[config.mk]
export PLATFORM = sky130hd
export DESIGN_NAME = store_buffer_merge
export DESIGN_NICKNAME = d
export VERILOG_FILES = /design/src/rtl/store_buffer_merge_pkg.sv /design/src/rtl/store_buffer_merge_sb_queue.sv /design/src/rtl/store_buffer_merge.sv
export SDC_FILE = /design/constraint.sdc
export NUM_CORES = 2
export LEC_CHECK = 0
export BUFFER_PORTS_ARGS = -buffer_cell sky130_fd_sc_hd__buf_2
export CAP_MARGIN = 20
export CORE_UTILIZATION = 35
export CTS_CLUSTER_SIZE = 16
export DETAILED_ROUTE_END_ITERATION = 8
export MAX_ROUTING_LAYER = met4
export PLACE_DENSITY = 0.62
export SYNTH_ARGS = -nofsm -noshare
export SYNTH_HDL_FRONTEND = slang
export SYNTH_SLANG_ARGS = --single-unit
export TNS_END_PERCENT = 100
[constraint.sdc]
create_clock -name clk_i -period 9.4 [get_ports clk_i]
set_clock_uncertainty 0.15 [all_clocks]
set_input_delay 0.94 -clock clk_i [delete_from_list [all_inputs] [get_ports clk_i]]
set_output_delay 0.94 -clock clk_i [all_outputs]
set_load 0.005 [all_outputs]
[src/rtl/store_buffer_merge_pkg.sv]
// Shared types and helpers for the LSU store buffer.
// Access-size encoding and the byte-lane merge used when coalescing stores.
package store_buffer_pkg;

  typedef enum logic [1:0] {
    SZ_BYTE  = 2'd0,
    SZ_HALF  = 2'd1,
    SZ_WORD  = 2'd2,
    SZ_DWORD = 2'd3
  } sb_size_e;

  localparam int MAX_DATA_W = 64;
  localparam int MAX_BE_W   = MAX_DATA_W / 8;

  // Lanes with be set take the new byte, all others keep the old byte.
  function automatic logic [MAX_DATA_W-1:0] merge_bytes(
    input logic [MAX_DATA_W-1:0] old_data,
    input logic [MAX_DATA_W-1:0] new_data,
    input logic [MAX_BE_W-1:0]   be
  );
    logic [MAX_DATA_W-1:0] res;
    for (int i = 0; i < MAX_BE_W; i++) begin
      res[i*8 +: 8] = be[i] ? new_data[i*8 +: 8] : old_data[i*8 +: 8];
    end
    return res;
  endfunction

endpackage

[src/rtl/store_buffer_merge_sb_queue.sv]
// Circular queue with occupancy count, flush, and an in-place tail rewrite port.
// Entries and valid bits are exported whole so the owner can scan them.
module sb_queue
  import store_buffer_pkg::*;
#(
  parameter int  DEPTH = 4,
  parameter int  W     = 8,
  localparam int PW    = $clog2(DEPTH)
) (
  input  logic                    clk_i,
  input  logic                    rst_i,
  input  logic                    push_i,
  input  logic [W-1:0]            push_data_i,
  input  logic                    pop_i,
  input  logic                    flush_i,
  input  logic                    tail_wr_i,
  input  logic [W-1:0]            tail_data_i,
  output logic [DEPTH-1:0][W-1:0] mem_o,
  output logic [DEPTH-1:0]        valid_o,
  output logic [PW-1:0]           rptr_o,
  output logic [PW-1:0]           wptr_o,
  output logic [PW:0]             cnt_o
);

  logic [DEPTH-1:0][W-1:0] mem;
  logic [DEPTH-1:0]        valid;
  logic [PW-1:0]           rptr, wptr;
  logic [PW:0]             cnt;

  // Flush discards everything between rptr and wptr and wins over push/pop.
  always_ff @(posedge clk_i or posedge rst_i) begin
    if (rst_i) begin
      valid <= '0;
      rptr  <= '0;
      wptr  <= '0;
      cnt   <= '0;
    end else if (flush_i) begin
      valid <= '0;
      wptr  <= rptr;
      cnt   <= '0;
    end else begin
      if (pop_i) begin
        valid[rptr] <= 1'b0;
        rptr        <= rptr + 1'b1;
      end
      if (push_i) begin
        valid[wptr] <= 1'b1;
        wptr        <= wptr + 1'b1;
      end
      case ({push_i, pop_i})
        2'b10:   cnt <= cnt + 1'b1;
        2'b01:   cnt <= cnt - 1'b1;
        default: cnt <= cnt;
      endcase
    end
  end

  // Payload needs no reset: valid bits qualify every read.
  always_ff @(posedge clk_i) begin
    if (push_i && !flush_i) begin
      mem[wptr] <= push_data_i;
    end else if (tail_wr_i) begin
      mem[wptr - 1'b1] <= tail_data_i;
    end
  end

  assign mem_o   = mem;
  assign valid_o = valid;
  assign rptr_o  = rptr;
  assign wptr_o  = wptr;
  assign cnt_o   = cnt;

endmodule

[src/rtl/store_buffer_merge.sv]
// LSU store buffer: speculative queue -> commit queue -> D$ write port, plus load page-offset hazard.
// Define STORE_BUF_MERGE_EN to coalesce commits into the commit-queue tail when they hit the same data word.
module store_buffer_merge
  import store_buffer_pkg::*;
#(
  parameter int PLEN         = 56,
  parameter int DATA_W       = 64,
  parameter int DEPTH_SPEC   = 4,
  parameter int DEPTH_COMMIT = 8,
  parameter int OFFSET_W     = 12
) (
  input  logic                          clk_i,
  input  logic                          rst_i,
  input  logic                          flush_i,
  input  logic                          stall_st_pending_i,
  input  logic                          valid_i,
  input  logic                          valid_without_flush_i,
  input  logic [PLEN-1:0]               paddr_i,
  input  logic [DATA_W-1:0]             data_i,
  input  logic [DATA_W/8-1:0]           be_i,
  input  logic [1:0]                    data_size_i,
  output logic                          ready_o,
  input  logic                          commit_i,
  output logic                          commit_ready_o,
  input  logic [OFFSET_W-1:0]           page_offset_i,
  output logic                          page_offset_matches_o,
  output logic                          no_st_pending_o,
  output logic                          store_buffer_empty_o,
  output logic [$clog2(DEPTH_SPEC):0]   spec_cnt_o,
  output logic [$clog2(DEPTH_COMMIT):0] commit_cnt_o,
  output logic                          mem_req_o,
  input  logic                          mem_gnt_i,
  output logic [PLEN-1:0]               mem_addr_o,
  output logic [DATA_W-1:0]             mem_wdata_o,
  output logic [DATA_W/8-1:0]           mem_be_o,
  output logic [1:0]                    mem_size_o
);

  localparam int BE_W = DATA_W / 8;
  localparam int BO   = $clog2(BE_W);
  localparam int SPW  = $clog2(DEPTH_SPEC);
  localparam int CPW  = $clog2(DEPTH_COMMIT);
  localparam logic [SPW:0] SPEC_LIM  = (SPW+1)'(DEPTH_SPEC - 1);
  localparam logic [SPW:0] SPEC_FULL = (SPW+1)'(DEPTH_SPEC);
  localparam logic [CPW:0] CQ_FULL   = (CPW+1)'(DEPTH_COMMIT);

  typedef struct packed {
    logic [PLEN-1:0]   addr;
    logic [DATA_W-1:0] data;
    logic [BE_W-1:0]   be;
    sb_size_e          size;
  } sb_entry_t;

  localparam int EW = $bits(sb_entry_t);

  sb_entry_t                    push_ent, spec_head, cq_head, merged_ent;
  sb_entry_t [DEPTH_SPEC-1:0]   spec_ent;
  sb_entry_t [DEPTH_COMMIT-1:0] cq_ent;
  logic [DEPTH_SPEC-1:0]        spec_valid;
  logic [DEPTH_COMMIT-1:0]      cq_valid;
  logic [SPW-1:0]               spec_rptr, spec_wptr;
  logic [CPW-1:0]               cq_rptr, cq_wptr;
  logic [SPW:0]                 spec_cnt;
  logic [CPW:0]                 cq_cnt;
  logic                         merge, cq_push, cq_pop;

  assign push_ent = '{addr: paddr_i, data: data_i, be: be_i, size: sb_size_e'(data_size_i)};

  sb_queue #(.DEPTH(DEPTH_SPEC), .W(EW)) u_spec_q (
    .clk_i      (clk_i),
    .rst_i      (rst_i),
    .push_i     (valid_i),
    .push_data_i(push_ent),
    .pop_i      (commit_i),
    .flush_i    (flush_i),
    .tail_wr_i  (1'b0),
    .tail_data_i({EW{1'b0}}),
    .mem_o      (spec_ent),
    .valid_o    (spec_valid),
    .rptr_o     (spec_rptr),
    .wptr_o     (spec_wptr),
    .cnt_o      (spec_cnt)
  );

  assign spec_head = spec_ent[spec_rptr];
  assign cq_head   = cq_ent[cq_rptr];
  assign cq_push   = commit_i && !merge;
  assign cq_pop    = mem_req_o && mem_gnt_i;

`ifdef STORE_BUF_MERGE_EN
  logic [CPW-1:0]        cq_tail_idx;
  logic [MAX_DATA_W-1:0] merged_data;

  // The head cannot be rewritten while it is being offered to the D$.
  assign cq_tail_idx = cq_wptr - 1'b1;
  assign merge = commit_i && (cq_cnt != '0) && cq_valid[cq_tail_idx]
              && (cq_ent[cq_tail_idx].addr[PLEN-1:BO] == spec_head.addr[PLEN-1:BO])
              && !((cq_tail_idx == cq_rptr) && mem_req_o);
  assign merged_data = merge_bytes(MAX_DATA_W'(cq_ent[cq_tail_idx].data),
                                   MAX_DATA_W'(spec_head.data),
                                   MAX_BE_W'(spec_head.be));

  always_comb begin
    merged_ent                = cq_ent[cq_tail_idx];
    merged_ent.data           = merged_data[DATA_W-1:0];
    merged_ent.be             = merged_ent.be | spec_head.be;
    merged_ent.size           = sb_size_e'(BO);
    merged_ent.addr[BO-1:0]   = '0;
  end
`else
  assign merge      = 1'b0;
  assign merged_ent = '0;
`endif

  sb_queue #(.DEPTH(DEPTH_COMMIT), .W(EW)) u_commit_q (
    .clk_i      (clk_i),
    .rst_i      (rst_i),
    .push_i     (cq_push),
    .push_data_i(spec_head),
    .pop_i      (cq_pop),
    .flush_i    (1'b0),
    .tail_wr_i  (merge),
    .tail_data_i(merged_ent),
    .mem_o      (cq_ent),
    .valid_o    (cq_valid),
    .rptr_o     (cq_rptr),
    .wptr_o     (cq_wptr),
    .cnt_o      (cq_cnt)
  );

  // Handshakes: valid_i is only legal while ready_o is high; mem_req_o keeps the
  // head fields stable until mem_gnt_i, and req&gnt in one cycle retires the head.
  assign ready_o              = (spec_cnt < SPEC_LIM) || commit_i;
  assign commit_ready_o       = (cq_cnt != CQ_FULL);
  assign no_st_pending_o      = (cq_cnt == '0);
  assign store_buffer_empty_o = (cq_cnt == '0) && (spec_cnt == '0);
  assign spec_cnt_o           = spec_cnt;
  assign commit_cnt_o         = cq_cnt;
  assign mem_req_o            = cq_valid[cq_rptr] && !stall_st_pending_i;
  assign mem_addr_o           = cq_head.addr;
  assign mem_wdata_o          = cq_head.data;
  assign mem_be_o             = cq_head.be;
  assign mem_size_o           = cq_head.size;

  always_comb begin
    page_offset_matches_o = valid_without_flush_i
                         && (paddr_i[OFFSET_W-1:BO] == page_offset_i[OFFSET_W-1:BO]);
    for (int i = 0; i < DEPTH_SPEC; i++) begin
      if (spec_valid[i] && (spec_ent[i].addr[OFFSET_W-1:BO] == page_offset_i[OFFSET_W-1:BO]))
        page_offset_matches_o = 1'b1;
    end
    for (int i = 0; i < DEPTH_COMMIT; i++) begin
      if (cq_valid[i] && (cq_ent[i].addr[OFFSET_W-1:BO] == page_offset_i[OFFSET_W-1:BO]))
        page_offset_matches_o = 1'b1;
    end
  end

  a_commit_flush: assert property (@(posedge clk_i) disable iff (rst_i) !(commit_i && flush_i));
  a_push_full:    assert property (@(posedge clk_i) disable iff (rst_i)
                    !(valid_i && !flush_i && !commit_i && (spec_cnt == SPEC_FULL)));
  a_commit_empty: assert property (@(posedge clk_i) disable iff (rst_i) !(commit_i && (spec_cnt == '0)));
  a_commit_full:  assert property (@(posedge clk_i) disable iff (rst_i)
                    !(cq_push && !cq_pop && (cq_cnt == CQ_FULL)));
  a_spec_ptrs:    assert property (@(posedge clk_i) disable iff (rst_i)
                    (spec_cnt == '0) |-> (spec_rptr == spec_wptr));
  a_cq_ptrs:      assert property (@(posedge clk_i) disable iff (rst_i)
                    (cq_cnt == '0) |-> (cq_rptr == cq_wptr));

endmodule

Word level (Yosys, flattened, before mapping). Index checks and enable logic that the tools add are counted.

Flip-flop bits (word level): 1589. Input port bits: 150. Output and inout bits: 143. Word-level logic and storage cells: 135.

Add/subtract/negate cells: 8. Magnitude comparators: 9. Equal/unequal tests: 18. Mux-type cells: 43. Bitwise logic cells: 7. Reductions and logical operators: 30.

Operator list (count): bitwise mux 1040 bit (1); bitwise mux 520 bit (1); two-way mux 130 bit (4); binary-select mux 130 bit (select 3 bit) (1); demux 130 bit (select 3 bit) (1); binary-select mux 130 bit (select 2 bit) (1); demux 130 bit (select 2 bit) (1); == test 9 bit (13); logical AND 1 bit (21); two-way mux 1 bit (17); two-way mux 4 bit (4); two-way mux 8 bit (2); adder 3 x 1 -> 3 bit (second input constant) (3); bitwise AND 8 bit (1); < comparator 3 x 4 -> 1 bit (second input constant) (2); inverter 8 bit (1); bitwise OR 8 bit (1); case mux 4 bit (2 select lines) (1); demux 1 bit (select 3 bit) (2); greater-or-equal comparator 3 x 1 -> 1 bit (second input constant) (2); < comparator 2 x 3 -> 1 bit (second input constant) (2); case mux 3 bit (2 select lines) (1); adder 2 x 1 -> 2 bit (second input constant) (2); adder 4 x 1 -> 4 bit (second input constant) (1); 22 further kinds (29).

Logic depth before layout (Yosys ltp).
Depth in word-level cells: 14. Mapped depth: 14. Mapped depth without buffers: 12.

Modules after synthesis. From an unflattened synthesis, not the netlist that was laid out.

Cell total of the unflattened synthesis: 5952. Area, all modules: 79641.4 um2.

Modules (own cells, without submodules): sb_queue (u_commit_q) (times used 1, cells an instance 2753, area an instance 42617.1 um2, seq. area each 31680.4 um2); sb_queue (u_spec_q) (times used 1, cells an instance 2386, area an instance 24488.5 um2, seq. area each 15890.2 um2); store_buffer_merge (times used 1, cells an instance 813, area an instance 12535.8 um2, seq. area each 0.0 um2).

Worst setup path before layout. OpenSTA, ideal clock, no wires.

Path kind: input to register. From: input commit_i. To: register u_commit_q.mem (netlist bit u_commit_q.mem_o[0]) (enable). Setup time: 0.779 ns. Arrival: 10.253 ns. Data required time: 8.471 ns. Slack: -1.782 ns. Stages: 3. Path buffers: 1. Path through: clkbuf_1 nand2b_1 nor3_1.

RTL lines: from (decl) (RTL line store_buffer_merge.sv:23) `input logic commit_i,`; to (signal, indexed assignment) (RTL line store_buffer_merge_sb_queue.sv:61) `mem[wptr] <= push_data_i;`; to (signal, indexed assignment) (RTL line store_buffer_merge_sb_queue.sv:63) `mem[wptr - 1'b1] <= tail_data_i;`; to (decl) (RTL line store_buffer_merge_sb_queue.sv:25) `logic [DEPTH-1:0][W-1:0] mem;`.

Worst setup path after layout.
From: register u_commit_q.rptr[0] (netlist: u_commit_q.rptr_o[0]). To: output mem_wdata_o[11].

Longest elaborated chain between the ends: 2.

Ends and longest elaborated chain: from (decl) (RTL line store_buffer_merge_sb_queue.sv:27) `logic [PW-1:0] rptr, wptr;`; from (signal assigned) (RTL line store_buffer_merge_sb_queue.sv:44) `rptr <= rptr + 1'b1;`; binary-select mux 130 bit (select 3 bit) (RTL line store_buffer_merge.sv:86) `assign cq_head = cq_ent[cq_rptr];`; two-way mux 130 bit (not written as such) (RTL line store_buffer_merge.sv:86); to (decl) (RTL line store_buffer_merge.sv:34) `output logic [DATA_W-1:0] mem_wdata_o,`.

No other way between the ends. The select of a mux whose other input is x is not followed.

==> impl_metrics.tcl <==
set metrics [dict create \
    status "finished, final reports clean" \
    avgViaCountPerCell 5.036 \
    ant_nets 0 \
    power_switching_mw 6.658 \
    yosysSeqAreaShare_pct 78.56 \
    cts_resized 0 \
    grt_pass1_wl_um 193800 \
    seq_power_share_pct 45.1 \
    period_share_pct 60.70 \
    core_um2 171700 \
    clk-insertion-delay-late_ns 0.83 \
    cts.path.max_buffers 3 \
    drc 0 \
    grt_usage_pct 15.69 \
    fin_tns_setup_ns 0 \
    setup_violations 0 \
    layout_common_cells "1,560 x edfxtp_1, 390 x mux4_2, 289 x buf_2, 165 x clkbuf_16, 133 x mux2_2" \
    grt_pass1_vias 28481 \
    initialDrtViolationCount 2247 \
    postSynthCellCount 2524 \
    crit_type "reg2out" \
    yosys_warnings 0 \
    switching_share_pct 29.56 \
    synth_edf_count 1560 \
    synth_flop_cell "edfxtp_1" \
    synth_area_per_cell_um2 23.99 \
    routed_wl_um 132400 \
    p_leak_nw 22.38 \
    numCtsBuffers 165 \
    synth-async-reset-ratio_pct 1.825 \
    critPathLaunchType "flop" \
    gp_congestion 0.8384 \
    clock-sinks 1589 \
    rows 152 \
    min_path_type "in2reg" \
    clockRootBuffer "clkbuf_16" \
    drv_cap 0 \
    port-buffer-count 289 \
    period_needed_ns 5.706 \
    cp.arrival_ns 4.62 \
    rsz0062_at_grt "false" \
    synthesis.area_um2 60560 \
    drive_gt1_share_pct 36.54 \
    final_util_pct 40.86 \
    clockPowerShare_pct 27.6 \
    cts_hold_buf 1 \
    crit_fanout 45 \
    die_y_um 418.0 \
    synth_cell_types 36 \
    worst-slew-pin-transition_ns 1.048 \
    post_cts_buffers 0 \
    p_int_mw 15.87 \
    die-area_um2 174700 \
    start_util_pct 35.26 \
    drt_first_pass_iters 7 \
    die_w_um 418.0 \
    endpoint_kind "output pin" \
    required_ns 8.31 \
    grt_start_max_net_pins 91 \
    wl_per_cell_um 24.72 \
    slew_violations 0 \
    syn_nets 2689 \
    cts.clk_slew.worst_paths_ns 0.06 \
    dp_hpwl_um 75290 \
    pwr-share-comb_pct 27.3 \
    fin_nets 3073 \
    hold_viol_final 0 \
    overflow 0 \
    ioPinCount 293 \
    htree_levels 4 \
    antenna_found_initial 22 \
    slew_headroom_pct 30.15 \
    timing.fmax_ghz 0.1753 \
    vdd.ir_drop.worst_mv 0.1632 \
    mostFrequentLayoutCell "edfxtp_1" \
    synth_seq_cells 1589 \
    vias 26982 \
    syn2layout_area_growth_pct 15.87 \
    cts_tree "built" \
    powerDensity_nw_per_um2 321.1 \
]
-- path summary, 6_finish.rpt --
| path | endpoint | from | depth (start not counted) | slack [ns] |
|---|---|---|---|---|
| min | u_spec_q.mem_o[248] | paddr_i[44] | 1 | 0.17 |
| min reg2reg | u_commit_q.wptr_o[0] | u_commit_q.wptr_o[0] | 1 | 0.37 |
| min in group asynchronous | u_commit_q.valid_o[4] | rst_i | 4 | 0.61 |
| max reg2reg | u_commit_q.cnt_o[3] | u_commit_q.rptr_o[2] | 13 | 4.25 |
| max | mem_wdata_o[11] | u_commit_q.rptr_o[0] | 5 | 3.69 |
| max in group asynchronous | u_commit_q.rptr_o[2] | rst_i | 4 | 8.11 |
-- stage by stage --
step | worst slack [ns] | hold slack [ns] | cell area, um2 | power, mW | std cells
2_1_floorplan | 1.742 | 0.3305 | 60570 | 14.31 | 2524
3_3_place_gp | 4.152 | 0.3588 | 64920 | 16.54 | 5050
3_5_place_dp | 4.158 | 0.3582 | 64920 | 16.68 | 5050
4_1_cts | 3.444 | 0.08478 | 70140 | 22.93 | 5348
5_1_grt | 3.265 | 0.1214 | 70160 | 23.55 | 5358
6_report | 3.694 | 0.1700 | 70160 | 22.53 | 5358
-- synth_stat cells, types with 4 or more instances --
master,instances,area [um2]
a31o_2,4,35.03
and2_1,4,25.02
buf_1,14,52.55
buf_2,53,265.3
clkbuf_1,56,210.2
dfrtp_1,29,725.7
edfxtp_1,1560,46840
ha_1,13,162.7
inv_1,14,52.55
mux2_2,133,1498
mux2i_1,6,60.06
mux4_2,390,8783
nand2_1,14,52.55
nand2b_1,7,43.79
nand4_1,15,93.84
nor2_1,17,63.81
nor4_1,27,168.9
o21ai_0,10,50.05
o31ai_1,6,45.04
xnor2_1,20,175.2
xor2_1,110,963.4
-- state kept, by name (all words and copies together) (netlist names), 3 cells and up --
signal              count
u_spec_q.mem_o        520
u_commit_q.wptr_o       3
u_spec_q.valid_o        4
u_commit_q.mem_o     1040
u_spec_q.cnt_o          3
u_commit_q.rptr_o       3
u_commit_q.valid_o      8
u_commit_q.cnt_o        4
-- power groups by stage --
| stage | combinational, mW | clock [mW] | sequential, mW |
|---|---|---|---|
| 4_1_cts | 6.37 | 6.37 | 10.2 |
| 3_3_place_gp | 6.27 | 0 | 10.3 |
| 6_report | 6.15 | 6.22 | 10.2 |
| 2_1_floorplan | 4.15 | 0 | 10.2 |
| 3_5_place_dp | 6.35 | 0 | 10.3 |
| 5_1_grt | 6.64 | 6.64 | 10.3 |
-- per-layer routing --
metal	vias to the layer above	wire, um	part of all wire, %	GRT usage (%)
met5	-	0	0	-
li1	11450	-	-	-
met4	0	3705	2.8	5.439
met2	646	66570	50	25.16
met3	204	5970	4.5	3.014
met1	14682	56180	42	20.00
-- layout make-up --
cell class              count  area, um2
repair buffers            343       1942
diodes                     10      25.02
flip-flops and latches   1589      47590
inverters                  14      52.55
clock inverters            93      930.9
fillers                 14882     101600
multi-input cells         795      12460
well taps                2310       2890
clock buffers             204       4275
-- logic make-up (layout without fill, tap and decap cells) --
| kind of cell | Yosys count | in the layout | synth area share, % |
|---|---|---|---|
| DFF | 1589 | 1589 | 78.56 |
| muxes | 530 | 530 | 17.10 |
| buffers and inverters | 140 | 654 | 0.9959 |
| xor gates and xnor gates | 130 | 130 | 1.880 |
| and+or+nand+nor | 93 | 93 | 0.8368 |
| AOI/OAI and AO/OA | 27 | 27 | 0.2934 |
| adders and majority gates | 15 | 15 | 0.3347 |
| other | 0 | 10 | 0 |
-- worst max-delay path, cell delays in order, from the launching register on --
cell,delay (ns)
dfrtp_4,1.00
buf_4,0.81
buf_4,0.78
mux4_2,0.59
mux2_2,0.30
buf_2,0.14
Power figures use the tool's default switching activity.
